### src/rtl/if_id_skid.sv
// IF/ID pipeline stage: two-entry skid buffer between fetch and decode.
// Presents registered MIPS decode fields from the head entry and counts
// stalled cycles. in_ready depends only on registered occupancy, so decode
// back-pressure never reaches fetch combinationally.
module if_id_skid #(
    parameter int unsigned PC_W      = 32,
    parameter int unsigned CNT_W     = 16,
    parameter logic [31:0] NOP_INSTR = 32'h0000_0000
) (
    input  logic             reloj,
    input  logic             resetIF_n,
    input  logic             in_valid,
    output logic             in_ready,
    input  logic [31:0]      in_instr,
    input  logic [PC_W-1:0]  in_pc,
    input  logic             flush,
    output logic             out_valid,
    input  logic             out_ready,
    output logic [31:0]      out_instr,
    output logic [PC_W-1:0]  out_pc,
    output logic [5:0]       opcode,
    output logic [4:0]       rs,
    output logic [4:0]       rt,
    output logic [4:0]       rd,
    output logic [4:0]       shamt,
    output logic [5:0]       funct,
    output logic [15:0]      imm,
    output logic [31:0]      imm_sext,
    output logic [25:0]      jump_addr,
    output logic [CNT_W-1:0] stall_cnt,
    input  logic             clr_cnt
);

    typedef enum logic [1:0] {StEmpty, StOne, StTwo} state_e;

    localparam logic [CNT_W-1:0] CntMax = {CNT_W{1'b1}};

    state_e            state_q, state_d;
    logic [31:0]       head_instr_q, head_instr_d;
    logic [PC_W-1:0]   head_pc_q, head_pc_d;
    logic [31:0]       skid_instr_q, skid_instr_d;
    logic [PC_W-1:0]   skid_pc_q, skid_pc_d;
    logic [CNT_W-1:0]  cnt_q, cnt_d;

    logic accept;
    logic pop;

    assign in_ready  = (state_q != StTwo);
    assign out_valid = (state_q != StEmpty);
    assign accept    = in_valid && in_ready;
    assign pop       = out_valid && out_ready;

    // Occupancy and entry next-state; flush discards everything, including the incoming beat.
    always_comb begin
        state_d      = state_q;
        head_instr_d = head_instr_q;
        head_pc_d    = head_pc_q;
        skid_instr_d = skid_instr_q;
        skid_pc_d    = skid_pc_q;
        if (flush) begin
            state_d = StEmpty;
        end else begin
            unique case (state_q)
                StEmpty: begin
                    if (accept) begin
                        state_d      = StOne;
                        head_instr_d = in_instr;
                        head_pc_d    = in_pc;
                    end
                end
                StOne: begin
                    if (accept && pop) begin
                        head_instr_d = in_instr;
                        head_pc_d    = in_pc;
                    end else if (accept) begin
                        state_d      = StTwo;
                        skid_instr_d = in_instr;
                        skid_pc_d    = in_pc;
                    end else if (pop) begin
                        state_d = StEmpty;
                    end
                end
                StTwo: begin
                    if (pop) begin
                        state_d      = StOne;
                        head_instr_d = skid_instr_q;
                        head_pc_d    = skid_pc_q;
                    end
                end
                default: state_d = StEmpty;
            endcase
        end
    end

    // Saturating stall counter; clear wins over increment.
    always_comb begin
        cnt_d = cnt_q;
        if (clr_cnt) begin
            cnt_d = '0;
        end else if (out_valid && !out_ready && (cnt_q != CntMax)) begin
            cnt_d = cnt_q + 1'b1;
        end
    end

    // State and entry registers with asynchronous reset.
    always_ff @(posedge reloj or negedge resetIF_n) begin
        if (!resetIF_n) begin
            state_q      <= StEmpty;
            head_instr_q <= NOP_INSTR;
            head_pc_q    <= '0;
            skid_instr_q <= NOP_INSTR;
            skid_pc_q    <= '0;
            cnt_q        <= '0;
        end else begin
            state_q      <= state_d;
            head_instr_q <= head_instr_d;
            head_pc_q    <= head_pc_d;
            skid_instr_q <= skid_instr_d;
            skid_pc_q    <= skid_pc_d;
            cnt_q        <= cnt_d;
        end
    end

    // Head entry is stale once popped, so gate it with occupancy.
    assign out_instr = out_valid ? head_instr_q : NOP_INSTR;
    assign out_pc    = out_valid ? head_pc_q : '0;
    assign stall_cnt = cnt_q;

    assign opcode    = out_instr[31:26];
    assign rs        = out_instr[25:21];
    assign rt        = out_instr[20:16];
    assign rd        = out_instr[15:11];
    assign shamt     = out_instr[10:6];
    assign funct     = out_instr[5:0];
    assign imm       = out_instr[15:0];
    assign imm_sext  = {{16{out_instr[15]}}, out_instr[15:0]};
    assign jump_addr = out_instr[25:0];

endmodule

### config.mk
export PLATFORM = sky130hd
export DESIGN_NAME = if_id_skid
export DESIGN_NICKNAME = d
export VERILOG_FILES = /design/src/rtl/if_id_skid.sv
export SDC_FILE = /design/constraint.sdc
export NUM_CORES = 1
export LEC_CHECK = 0
export CORE_MARGIN = 2
export CORE_UTILIZATION = 47
export DETAILED_ROUTE_END_ITERATION = 7
export PLACE_DENSITY = 0.84
export SLEW_MARGIN = 20
export SYNTH_ARGS = -nofsm -noshare
export SYNTH_HDL_FRONTEND = slang
export SYNTH_SLANG_ARGS = --single-unit
### constraint.sdc
create_clock -name reloj -period 2.6 [get_ports reloj]
set_input_delay 0.65 -clock reloj [delete_from_list [all_inputs] [get_ports reloj]]
set_output_delay 0.65 -clock reloj [all_outputs]
set_load 0.01 [all_outputs]
Word-level counts from Yosys, hierarchy flattened. Index checks and enable logic that the tools add are counted.

Flip-flop bits (word level): 146. Logic and storage cells: 52. Bits in latches: 0. ROM bits: 0. Memories: 0. RAM bits: 0.

Shift-type cells: 0. Multiply operators: 0. Div/mod/pow operators: 0. Magnitude comparators: 0. Muxes and demuxes: 19. Eq/ne operators: 11. Bitwise gates (word level): 2. Reductions and logical operators: 13. Add/sub/neg operators: 1.

Operator list (count): two-way mux 32 bit (8); one-hot mux 32 bit (3 select lines) (2); two-way mux 16 bit (2); adder 16 x 1 -> 16 bit, second input constant (1); inequality test 16 bit, second input constant (1); two-way mux 2 bit (6); inequality test 3 bit, second input constant (3); inequality test 2 bit, second input constant (4); AND reduction 4 bit (2); one-hot mux 2 bit (3 select lines) (1); logical AND 1 bit (5); AND reduction 5 bit (1); inequality test 4 bit, second input constant (1); nonzero test 2 bit (2); nonzero test 3 bit (1); equality test 2 x 1 -> 1 bit, second input constant (1); equality test 2 bit, second input constant (1); logical NOT 2 bit (1); inverter 1 bit (2); logical NOT 1 bit (1).

Logic depth before layout (Yosys ltp). Gate-level depths: netlist of run 1.

Depth after elaboration: 7. Depth in mapped cells: 6. Depth with buffers taken out: 5.

Least setup slack after synthesis of run 1. No wires, ideal clock.

Kind: register to output. From: register state_q[1]. To: output port imm_sext[15]. Data arrival time: 1.697 ns. Slack: 0.253 ns. Cell stages (with the launch flop): 6. Path through: dfrtp_1 -> or2_2 -> clkbuf_1 -> clkbuf_1 -> and2_1 -> buf_4.

Cells in the longest elaborated chain, start to end: 2.

RTL lines: from (decl) (line 38) `state_e state_q, state_d;`; from (signal assigned) (line 108) `state_q <= StEmpty;`; from (signal assigned) (line 115) `state_q <= state_d;`; nonzero test 2 bit (line 49) `assign out_valid = (state_q != StEmpty);`; two-way mux 32 bit (line 125) `assign out_instr = out_valid ? head_instr_q : NOP_INSTR;`; to (decl) (line 28) `output logic [31:0] imm_sext,`.

Every way passes these cells.

Worst setup path after layout of run 1.
From: register state_q[1]. To: output port out_pc[19].

Cells in the longest elaborated chain, start to end: 2.

RTL lines: nonzero test 2 bit (line 49); two-way mux 32 bit (line 126) `assign out_pc = out_valid ? head_pc_q : '0;`; to (decl) (line 20) `output logic [PC_W-1:0] out_pc,`.

Every way passes these cells.

==> reports/results.txt, run 1 <==
The flow ran to the end, and the final reports show no timing, DRC or antenna violations. The power per unit of standard cell area came out at 684.1 nW/um^2. Ratio of final minimum period to clock period: 0.9808. The run gives 0 as the total inserted antenna cells. Yosys synthesis warning count: 0. Worst-margin pin slew: 0.9353 ns.

Dividing the detail-routed via count by the number of cells gives 5.152. In the post-synthesis netlist, the biggest area contributors are dfrtp_1 (47%), mux2_2 (26%), buf_4 (11%). Clock-pin slew was measured on the worst setup and hold paths at 0.06 ns.

A synthesized cell averages 12.35 sq um. After floorplanning, the core was sized to cover 16000 sq um. The total global-route track usage is 0.2012. The prevailing post-synth register cell is dfrtp_1.

The top cell type's share of synthesized area is 0.4712, and the minimum clock period after layout is 2.550 ns. The number of global-route vias before repair was 5543; the number of buffers added by the clock tree synthesis step was 17. At the end of the flow, the number of nets in the layout was 856.

The HPWL after detailed placement is 12.22 mm. The detailed router placed 5214 vias in this run. For the maximum clock insertion buffer count, the log shows 2.

The highest clock frequency the design can meet came out at 0.3922 GHz. The H-tree generated during clock tree synthesis spans 4 levels. The tools report the routability congestion estimate from global placement as 0.8227. Max-cap violations in this run came to 0. TritonCTS built the clock tree.

The type of the tightest min-delay check was in2async. Setup violations remaining at the end of the flow were counted as 0. The root buffer cell is clkbuf_16.

The total clock sinks came out at 146. Entering global routing, the biggest net connects 147 pins. For the synthesized cell area, the log shows 7754 sq um.

The routed wire length per instance came out at 17.54 um. Buffers placed on the I/O ports in this run total 257. The top fanout value on the critical path is 28, and the height of the die is 132.4 um.

The number of storage elements in the synthesis netlist works out to 146. Final hold analysis gives a worst-case slack of 0.2664 ns. The later pin in the worst-skew pair is clocked with a latency of 0.42 ns.

VDD sags by at most 0.3985 mV. DRC violation count after routing: 0. The max-slew violation total from the final report is 0, and the count of cell types in the netlist is 38. The tools report the I/O pin total as 258.

Measured along the x axis, the die boundary spans 132.4 um. Number of antenna violations at the first check in global routing: 0. The count of nets left with antenna violations once routing finished came out at 0. The signed area change from the synthesized netlist to the final layout was 33.97%; the first-pass GRT wire length was 28.37 mm.

Summing internal, switching and leakage power gives 7.106 mW. The die covers 17540 sq um. The critical path data required time was 1.95 ns. The max-slew headroom at the worst pin is 0.3743.

STA classifies the critical path endpoint as an output port. For the number of standard-cell rows in the floorplan, the log shows 46. The worst setup path is of the reg2out kind. The logs give 189 for the starting DRC count in detailed routing and 5.051 nW for the cell leakage power. The proportion of register bits with asynchronous set or reset after synthesis is 1.000, and the iteration count of the initial detailed-routing pass is 4.

Counting instances in the post-synthesis netlist gives the leading cell types as mux2_2 (182), dfrtp_1 (146), buf_4 (112), and2_1 (64), a21oi_1 (14). The post-synthesis instance total is 628, and the setup total negative slack is 0 ns. Of all cell types, the one taking the most synthesized area is dfrtp_1. The synthesized design contains 0 enable-type register cells. Counting every net in the synthesized netlist gives 699. STA puts the critical path data arrival time at 1.90 ns. Total wire length after detailed routing: 17.75 mm.

The run gives 0.4846 as the starting utilization of the core area. Sequential cell area fraction in the yosys report: 0.4712. Number of hold violations in the final report: 0. The leading cell type by number of instances after synthesis is mux2_2. The layout cell share with drive strength beyond 1 was 0.3003.

For this run the aggregate overflow at the end of global routing stands at 0. For the final database, setup skew stands at 0.005915 ns. The kind of start point of the critical path was a flop.
-- timing repair --
| action | CTS | global route |
|---|---|---|
| pin swaps | 0 | 0 |
| setup buffers | 0 | 0 |
| hold buffers | 0 | 0 |
| resized for setup | 141 | 21 |
| setup endpoints to repair | 170 | 21 |
| cloned | 0 | 0 |
-- sequential cells by signal, summed over array words and instances, names as in the netlist --
register and flops:
skid_instr_q 32, head_pc_q 32, skid_pc_q 32, state_q 2, stall_cnt 16, head_instr_q 32
-- placed cells by master (no fill, tap or decap), types with 3 or more instances in the layout --
cell,count
buf_12,9
nor2_1,6
nand3_1,7
or3_1,8
clkbuf_16,17
a21oi_1,14
clkinv_2,4
or4_1,4
dlygate4sd2_1,133
dlymetal6s2s_1,21
mux2_2,182
nand2b_1,3
nor2b_1,3
bufinv_16,4
o31ai_1,4
mux2_1,12
o21ai_1,6
buf_4,8
and2_1,61
clkdlybuf4s50_1,102
nand2_1,5
o21ai_0,3
dfrtp_1,146
-- metrics by stage --
| stage | area (sq um) | worst slack, ns | util | std cells |
|---|---|---|---|---|
| floorplan | 7754 | 0.2526 | - | 628 |
| global placement | 9884 | 0.1296 | 0.6178 | 982 |
| detailed placement | 9884 | 0.03439 | 0.6178 | 982 |
| CTS | 10330 | 0.00003775 | 0.6459 | 1012 |
| global route | 10390 | -0.006986 | 0.6492 | 1012 |
| finish | 10390 | 0.04997 | 0.6492 | 1012 |
-- final cells by class --
cell class	count	area [sq um]
Inverter	2	7.507
Clock buffer	19	432.9
Clock inverter	11	163.9
Timing Repair Buffer	274	2700
Fill cell	1267	5613
Multi-Input combinational cell	344	3159
Tap cell	216	270.3
Sequential cell	146	3654
-- metal layers --
| metal | vias up | global-route usage | wire length, um |
|---|---|---|---|
| li1 | 2387 | - | - |
| met1 | 2627 | 0.2269 | 7005 |
| met2 | 182 | 0.3659 | 9408 |
| met3 | 18 | 0.05670 | 1143 |
| met4 | 0 | 0.06631 | 197 |
| met5 | - | 0 | 0 |
-- report_power, final --
part | internal [mW] | switching [mW] | leakage (nW)
clock | 1.59 | 0.927 | 0.288
combinational | 0.932 | 0.655 | 2.97
sequential | 2.77 | 0.239 | 1.79
-- worst paths after layout --
check                                start  depth (start not counted)  slack, ns               to
min in group reloj         head_instr_q[1]                          1       0.48  head_instr_q[1]
hold / removal                   resetIF_n                          2       0.27     stall_cnt[3]
setup / recovery                state_q[1]                          4       0.05       out_pc[19]
setup reg to reg              stall_cnt[0]                          5       0.37    stall_cnt[11]
hold reg to reg            head_instr_q[1]                          1       0.48  head_instr_q[1]
max in group asynchronous        resetIF_n                          2       1.63    head_pc_q[22]
-- cells by family after synthesis --
kind of cell,after synthesis,share of synthesized area
DFF,146,0.4712
and+or+nand+nor,115,0.09133
buffers and inverters,138,0.1239
AOI/OAI and AO/OA,32,0.02776
adders and majority gates,1,0.001613
muxes,195,0.2830
xor gates and xnor gates,1,0.001130
-- worst max-delay path: stages (launching register included) --
cell and delay [ns]:
dfrtp_1 0.39, or2_4 0.28, buf_12 0.16, and2_1 0.17, clkdlybuf4s50_1 0.48
(Power assumes the default switching activity.)
==> run 2, diff against run 1 <==
- CTS_CLUSTER_SIZE: unset -> 24
- GPL_TIMING_DRIVEN: unset -> 0
- PLACE_DENSITY: 0.84 -> 0.82
==> reports/results.txt, run 2 (synthesis gave the netlist of run 1 again) <==
The half-perimeter wire length after detailed placement came out at 13.42 mm. The floorplan die area was 17540 sq um; the number of global-route vias before repair was 5777. After global routing, the most crowded layer is met2. The first global-routing pass estimated 30.28 mm of wire.

For the routing usage on met2, the log shows 0.3791. 258 I/O pins were placed. After detailed routing, the average wire length per cell comes to 16.73 um. The routability congestion estimate from global placement is 0.7458, and the pre-CTS setup slack is -0.8682 ns.

The max-capacitance violation count is 0. The count of buffers from port buffering was 256; the max-slew violation total from the final report was 0. The tools report the number of hold violations in the final report as 0.

Summed over all cells, the static leakage comes to 5.402 nW. In this run the remaining antenna-violating nets after routing total 0. The worst setup path is captured at an output port. The floorplan has 46 rows.

The starting utilization of the core area is 0.4846, and the H-tree depth reported by CTS is 4. The ratio of final minimum period to clock period came out at 0.9810. The core region is 16000 sq um. Across the routed clock network, the largest skew measured is 0.01016 ns.

STA puts the critical path data required time at 1.95 ns. Setup repair after global routing could not meet its margin everywhere. The logs give 0.5870 for the max-slew headroom at the worst pin and 1292 for the number of fill cells in the layout. The die boundary width is 132.4 um.

For the post-route total power, the log shows 7.255 mW. The global route total overflow was 0. For the met1 capacity usage during global routing, the log shows 0.2526.

The top cell types in the final layout, fill and taps aside, are mux2_2 (182), buf_4 (158), dfrtp_1 (145), clkdlybuf4s50_1 (83), clkbuf_2 (42). After clock tree synthesis, the clock-pin slew on the worst setup and hold paths is 0.06 ns. The tools report the sequential cell area in the final layout as 3655 sq um. The number of antenna violations at the first check in global routing came out at 0. The layout cell share with drive strength beyond 1 is 0.5259, and the starting DRC count in detailed routing is 178.

The path class of the tightest hold or removal check is in2async. VDD sags by at most 0.4439 mV. In the routed layout, each cell is associated on average with a via count of 4.887. The logs give 0.6915 for the core occupancy in the finished layout and 1.90 ns for the data arrival time of the critical path. Once routing completed, OpenROAD measured the worst setup slack at 0.04932 ns. The power per unit of standard cell area works out to 655.7 nW/um^2.

The finished layout holds 1142 standard cells, fillers aside. The total global-route track usage came out at 0.2168. Root buffer cell: clkbuf_16. Summing all multi-input logic gate instances after layout gives 3241 sq um.

At the later pin of the worst-skew pair, clock insertion delay measures 0.42 ns. Derived from the worst setup path, the maximum achievable clock frequency is 0.3921 GHz. Measured along the y axis, the die boundary spans 132.4 um. Entering global routing, the biggest net connects 85 pins. Counting the buffers created by CTS gives 17.

Setup violations remaining at the end of the flow were counted as 0. At the pin with the least slew margin, the transition time is 0.6194 ns. The total clock sinks is 146. The via count was 5581; the total wire length after detailed routing was 19.11 mm. The area growth from synthesis to layout is 42.70%.

For the fraction of met3 tracks used by global routing, the log shows 0.06973. The tools report the kind of start point of the critical path as a flop. Including well taps, the total number of placed cells is 1101.

The minimum clock period after layout is 2.551 ns. The final-stage net count came out at 984. The maximum clock insertion buffer count was 2. For this run, design rule violations remaining after detail routing come to 0. The first TritonRoute pass finished after 4 iterations. The number of antenna diodes in the final layout is 0. The top fanout value on the critical path is 13.

The flow ran to the end, and the final reports show no timing, DRC or antenna violations. TritonCTS built the clock tree. Critical path class: reg2out. The library cell used most frequently in the layout, excluding fill and tap cells, is mux2_2.
## run 2: metrics by stage
stage,instance area (sq um),hold slack [ns],TNS [ns]
after floorplan,7754,0.3544,0
after global placement,10590,0.4584,-825.95
after detailed placement,10620,0.4676,-71.71
after CTS,11190,0.1747,-1.515
after global routing,11060,0.1925,-0.09062
final,11060,0.1430,0
## run 2: critical path, cell delays in order, from the launching register on
cell	delay, ns
dfrtp_2	0.41
or2_4	0.28
clkbuf_16	0.18
clkbuf_16	0.17
and2_4	0.16
buf_4	0.13
buf_4	0.13
## run 2: cell type report
| cell class | count | area share |
|---|---|---|
| Multi-Input combinational cell | 347 | 0.2929 |
| Sequential cell | 146 | 0.3303 |
| Tap cell | 216 | 0.02443 |
| Clock buffer | 24 | 0.04444 |
| Buffer | 136 | 0.09510 |
| Inverter | 2 | 0.0006785 |
| Timing Repair Buffer | 263 | 0.2051 |
| Clock inverter | 8 | 0.007011 |
## run 2: worst paths after layout
kind,slack [ns],startpoint,endpoint,cells past startpoint
setup / recovery,0.05,state_q[0],imm_sext[15],6
hold / removal,0.14,resetIF_n,stall_cnt[5],1
setup reg to reg,0.52,state_q[1],head_instr_q[19],6
hold reg to reg,0.48,head_pc_q[4],head_pc_q[4],1
max in group asynchronous,1.65,resetIF_n,head_instr_q[6],2
min in group reloj,0.48,head_pc_q[4],head_pc_q[4],1
## run 2: repair_timing
| item | CTS | global route |
|---|---|---|
| cloned | 3 | 2 |
| pin swaps | 3 | 4 |
| buffers inserted | 3 | 1 |
| resized for setup | 347 | 126 |
| endpoints found under the setup margin | 172 | 97 |
| hold buffers | 0 | 0 |
## run 2: power breakdown
part | switching (mW) | leakage [nW] | total [mW] | internal [mW]
Combinational | 0.730 | 3.34 | 1.92 | 1.19
Clock | 0.930 | 0.276 | 2.35 | 1.42
Sequential | 0.227 | 1.79 | 2.99 | 2.77
## run 2: metal layers
metal,vias to the layer above,routed length [um]
met2,167,9720
li1,2640,-
met4,0,295
met5,-,0
met1,2755,7861
met3,19,1232
==> run 3, diff against run 2 <==
- TNS_END_PERCENT: unset -> 20
==> reports/results.txt, run 3 (synthesis gave the netlist of run 1 again) <==
The flow ran to the end, and the final reports show no timing, DRC or antenna violations. The routed layout has 5583 vias. During placement, the flow inserted port buffers numbering 256. Among all stages on the critical path, the largest delay is contributed by dfrtp_2.

The core region is 16000 sq um. Root buffer cell: clkbuf_16. The clock insertion delay at the later pin of the skew report was 0.42 ns.

The area growth from synthesis to layout is 44.01%. Across all register-to-register paths, the minimum setup slack is 0.52 ns. For the total clock sinks, the log shows 146.

The max-slew headroom at the worst pin is 0.5897. Buffers inserted during clock tree synthesis total 17. The part of the total power dissipated in combinational logic was 0.269. TritonCTS built the clock tree. The max-slew violation total from the final report was 0. The met1 capacity usage during global routing was 0.2523; the final setup skew was 0.006328 ns. The first detailed-routing pass took 4 iterations.

The top cell types in the final layout, fill and taps aside, are mux2_2 (182), buf_4 (178), dfrtp_1 (145), clkdlybuf4s50_1 (84), and2_1 (36). Across the VDD grid, the largest voltage drop is 0.4418 mV. In this run the worst path has a maximum fanout of 10. The critical path contains buffers and inverters numbering 3 combined. After floorplanning, the core was divided into 46 placement rows.

The congestion estimate from routability-driven global placement came to 0.7458. Summing all non-filler instances in the final layout gives an area of 11170 sq um. In the routed design, unresolved DRC markers number 0. Setup total negative slack on the finished layout was measured at 0 ns. Traced cell by cell, the critical path runs through or2_4, clkbuf_16, buf_4, and2_1, dlygate4sd2_1. Part of the power in the clock network: 0.321. Hold is met by 0.1496 ns.

The number of cells on the worst reg-to-reg path was 6. The data arrival time of the critical path was 1.93 ns; the final number of setup-violating endpoints was 0. The kind of cell adding the most delay to the critical path was buffers and inverters.

For the number of antenna violations at the first check in global routing, the log shows 0. The worst setup path is launched from a flop. After detailed routing, the total wire length is 19.14 mm. The tools report the routing usage on met2 as 0.3828. The max-capacitance violation count was 0. Most common cell after layout, fill and taps aside: mux2_2.

The logs give 1.891 mW for the net switching component of the power and 1140 for the non-filler instance count after layout. The startpoint of the lowest-slack register-to-register path was state_q[1]. The fraction of power spent switching nets was 0.2590; the detailed-route vias per instance was 4.897.

The minimum clock period after layout is 2.575 ns. The fraction of met3 tracks used by global routing is 0.07050. The worst setup path is of the reg2out kind. In this run the static leakage power is 5.381 nW. The H-tree was split into 4 levels. Entering global routing, the biggest net connects 85 pins.

Layer carrying the most global-route usage: met2. The I/O pin total is 258. For the highest clock frequency the design can meet, the log shows 0.3883 GHz. The tools report the placed cell count as 1101. In this design, the stage delay of the slowest critical-path cell is 0.41 ns. The starting utilization of the core area is 0.4846, and the routed wire length per instance is 16.79 um. The die boundary width is 132.4 um, and the floorplan die area is 17540 sq um. For the pin with the worst max-slew slack, the measured transition is 0.6155 ns.

In this run the worst setup path begins at state_q[0]. The run gives 5793 as the number of global-route vias before repair. Setup repair after global routing could not meet its margin everywhere. The layout cell share with drive strength beyond 1 was 0.5314; the number of cells on the critical path was 5. The height of the die was 132.4 um; the cell area reported after detailed placement was 10620 sq um.

In this run the deepest clock path goes through 2 buffers. The tools report the half-perimeter wire length after detailed placement as 13.42 mm. The final layout contains 982 nets.

The number of hold violations in the final report came out at 0. The cts-stage hold buffer count was 0; the total internal power was 5.409 mW. The ratio of final minimum period to clock period works out to 0.9906. The first routing iteration left 162 violations. The logs give 1.95 ns for the critical path data required time and 0 for the global route total overflow. The total global-route track usage was 0.2178.

Power spread over the standard cell area amounts to 653.8 nW/um^2. STA classifies the critical path endpoint as an output port. In this run the worst hold path is classified as in2async.

Number of nets still failing antenna checks after routing: 0. The first-pass GRT wire length was 30.40 mm. The clock-pin transition on the worst setup and hold timing paths came out at 0.06 ns. For the total inserted antenna cells, the log shows 0. The capture instance of the worst register-to-register path was head_instr_q[19]. The proportion of power drawn by flip-flops and latches was 0.410.
[run 3: changes by cell type in the layout (fill, tap and decap cells not counted), sizes merged]
cell,previous run,this run
buf,192,214
clkbuf,73,55
dlygate4sd2,40,30
clkdlybuf4s15,22,26
clkdlybuf4s50,83,84
dlymetal6s2s,13,12
[run 3: metrics by stage]
stage	util	worst slack, ns	power (mW)
after floorplan	-	0.2526	4.074
after global placement	0.6616	-5.083	4.964
after detailed placement	0.6637	-0.8682	5.041
after CTS	0.6973	-0.1176	7.323
after global routing	0.6978	-0.03747	7.670
final	0.6978	0.02457	7.300
[run 3: layout make-up]
type                    count  area [sq um]
clock inverters             8         77.57
well taps                 216         270.3
repair buffers            261          2371
inverters                   2         7.507
clock buffers              24         491.7
multi-input cells         347          3241
fillers                  1270          4835
plain buffers             136          1052
flip-flops and latches    146          3655
[run 3: worst max-delay path by stage]
stage / endpoint / slack (ns)
after floorplan: imm_sext[15] / 0.25
after global placement: skid_instr_q[12] / -5.08
after detailed placement: imm_sext[30] / -0.87
after CTS: imm[4] / -0.12
after global routing: out_pc[20] / -0.04
final: out_pc[20] / 0.02
[run 3: repair_timing]
action,in CTS,in global routing
setup endpoints to repair,172,97
pin swaps,3,5
endpoints found under the hold margin,0,0
setup buffers,3,0
resized for setup,303,150
gates cloned,3,1
[run 3: routing by layer]
layer / vias up / wire (um)
li1: 2637 / -
met1: 2766 / 7823
met2: 163 / 9824
met3: 17 / 1225
met4: 0 / 270
met5: - / 0
[run 3: worst register-to-register path: stages (launching register included)]
cell	delay [ns]
dfrtp_1	0.38
buf_4	0.16
nor2b_1	0.21
nand2_1	0.13
a21oi_4	0.34
buf_2	0.35
mux2_2	0.39
[run 3: power by group through the flow]
| stage | sequential [mW] | combinational [mW] | clock, mW |
|---|---|---|---|
| 2_1_floorplan | 2.95 | 1.13 | 0 |
| 3_3_place_gp | 2.99 | 1.97 | 0 |
| 3_5_place_dp | 3.02 | 2.02 | 0 |
| 4_1_cts | 2.99 | 1.94 | 2.39 |
| 5_1_grt | 3.05 | 2.12 | 2.50 |
| 6_report | 2.99 | 1.96 | 2.34 |
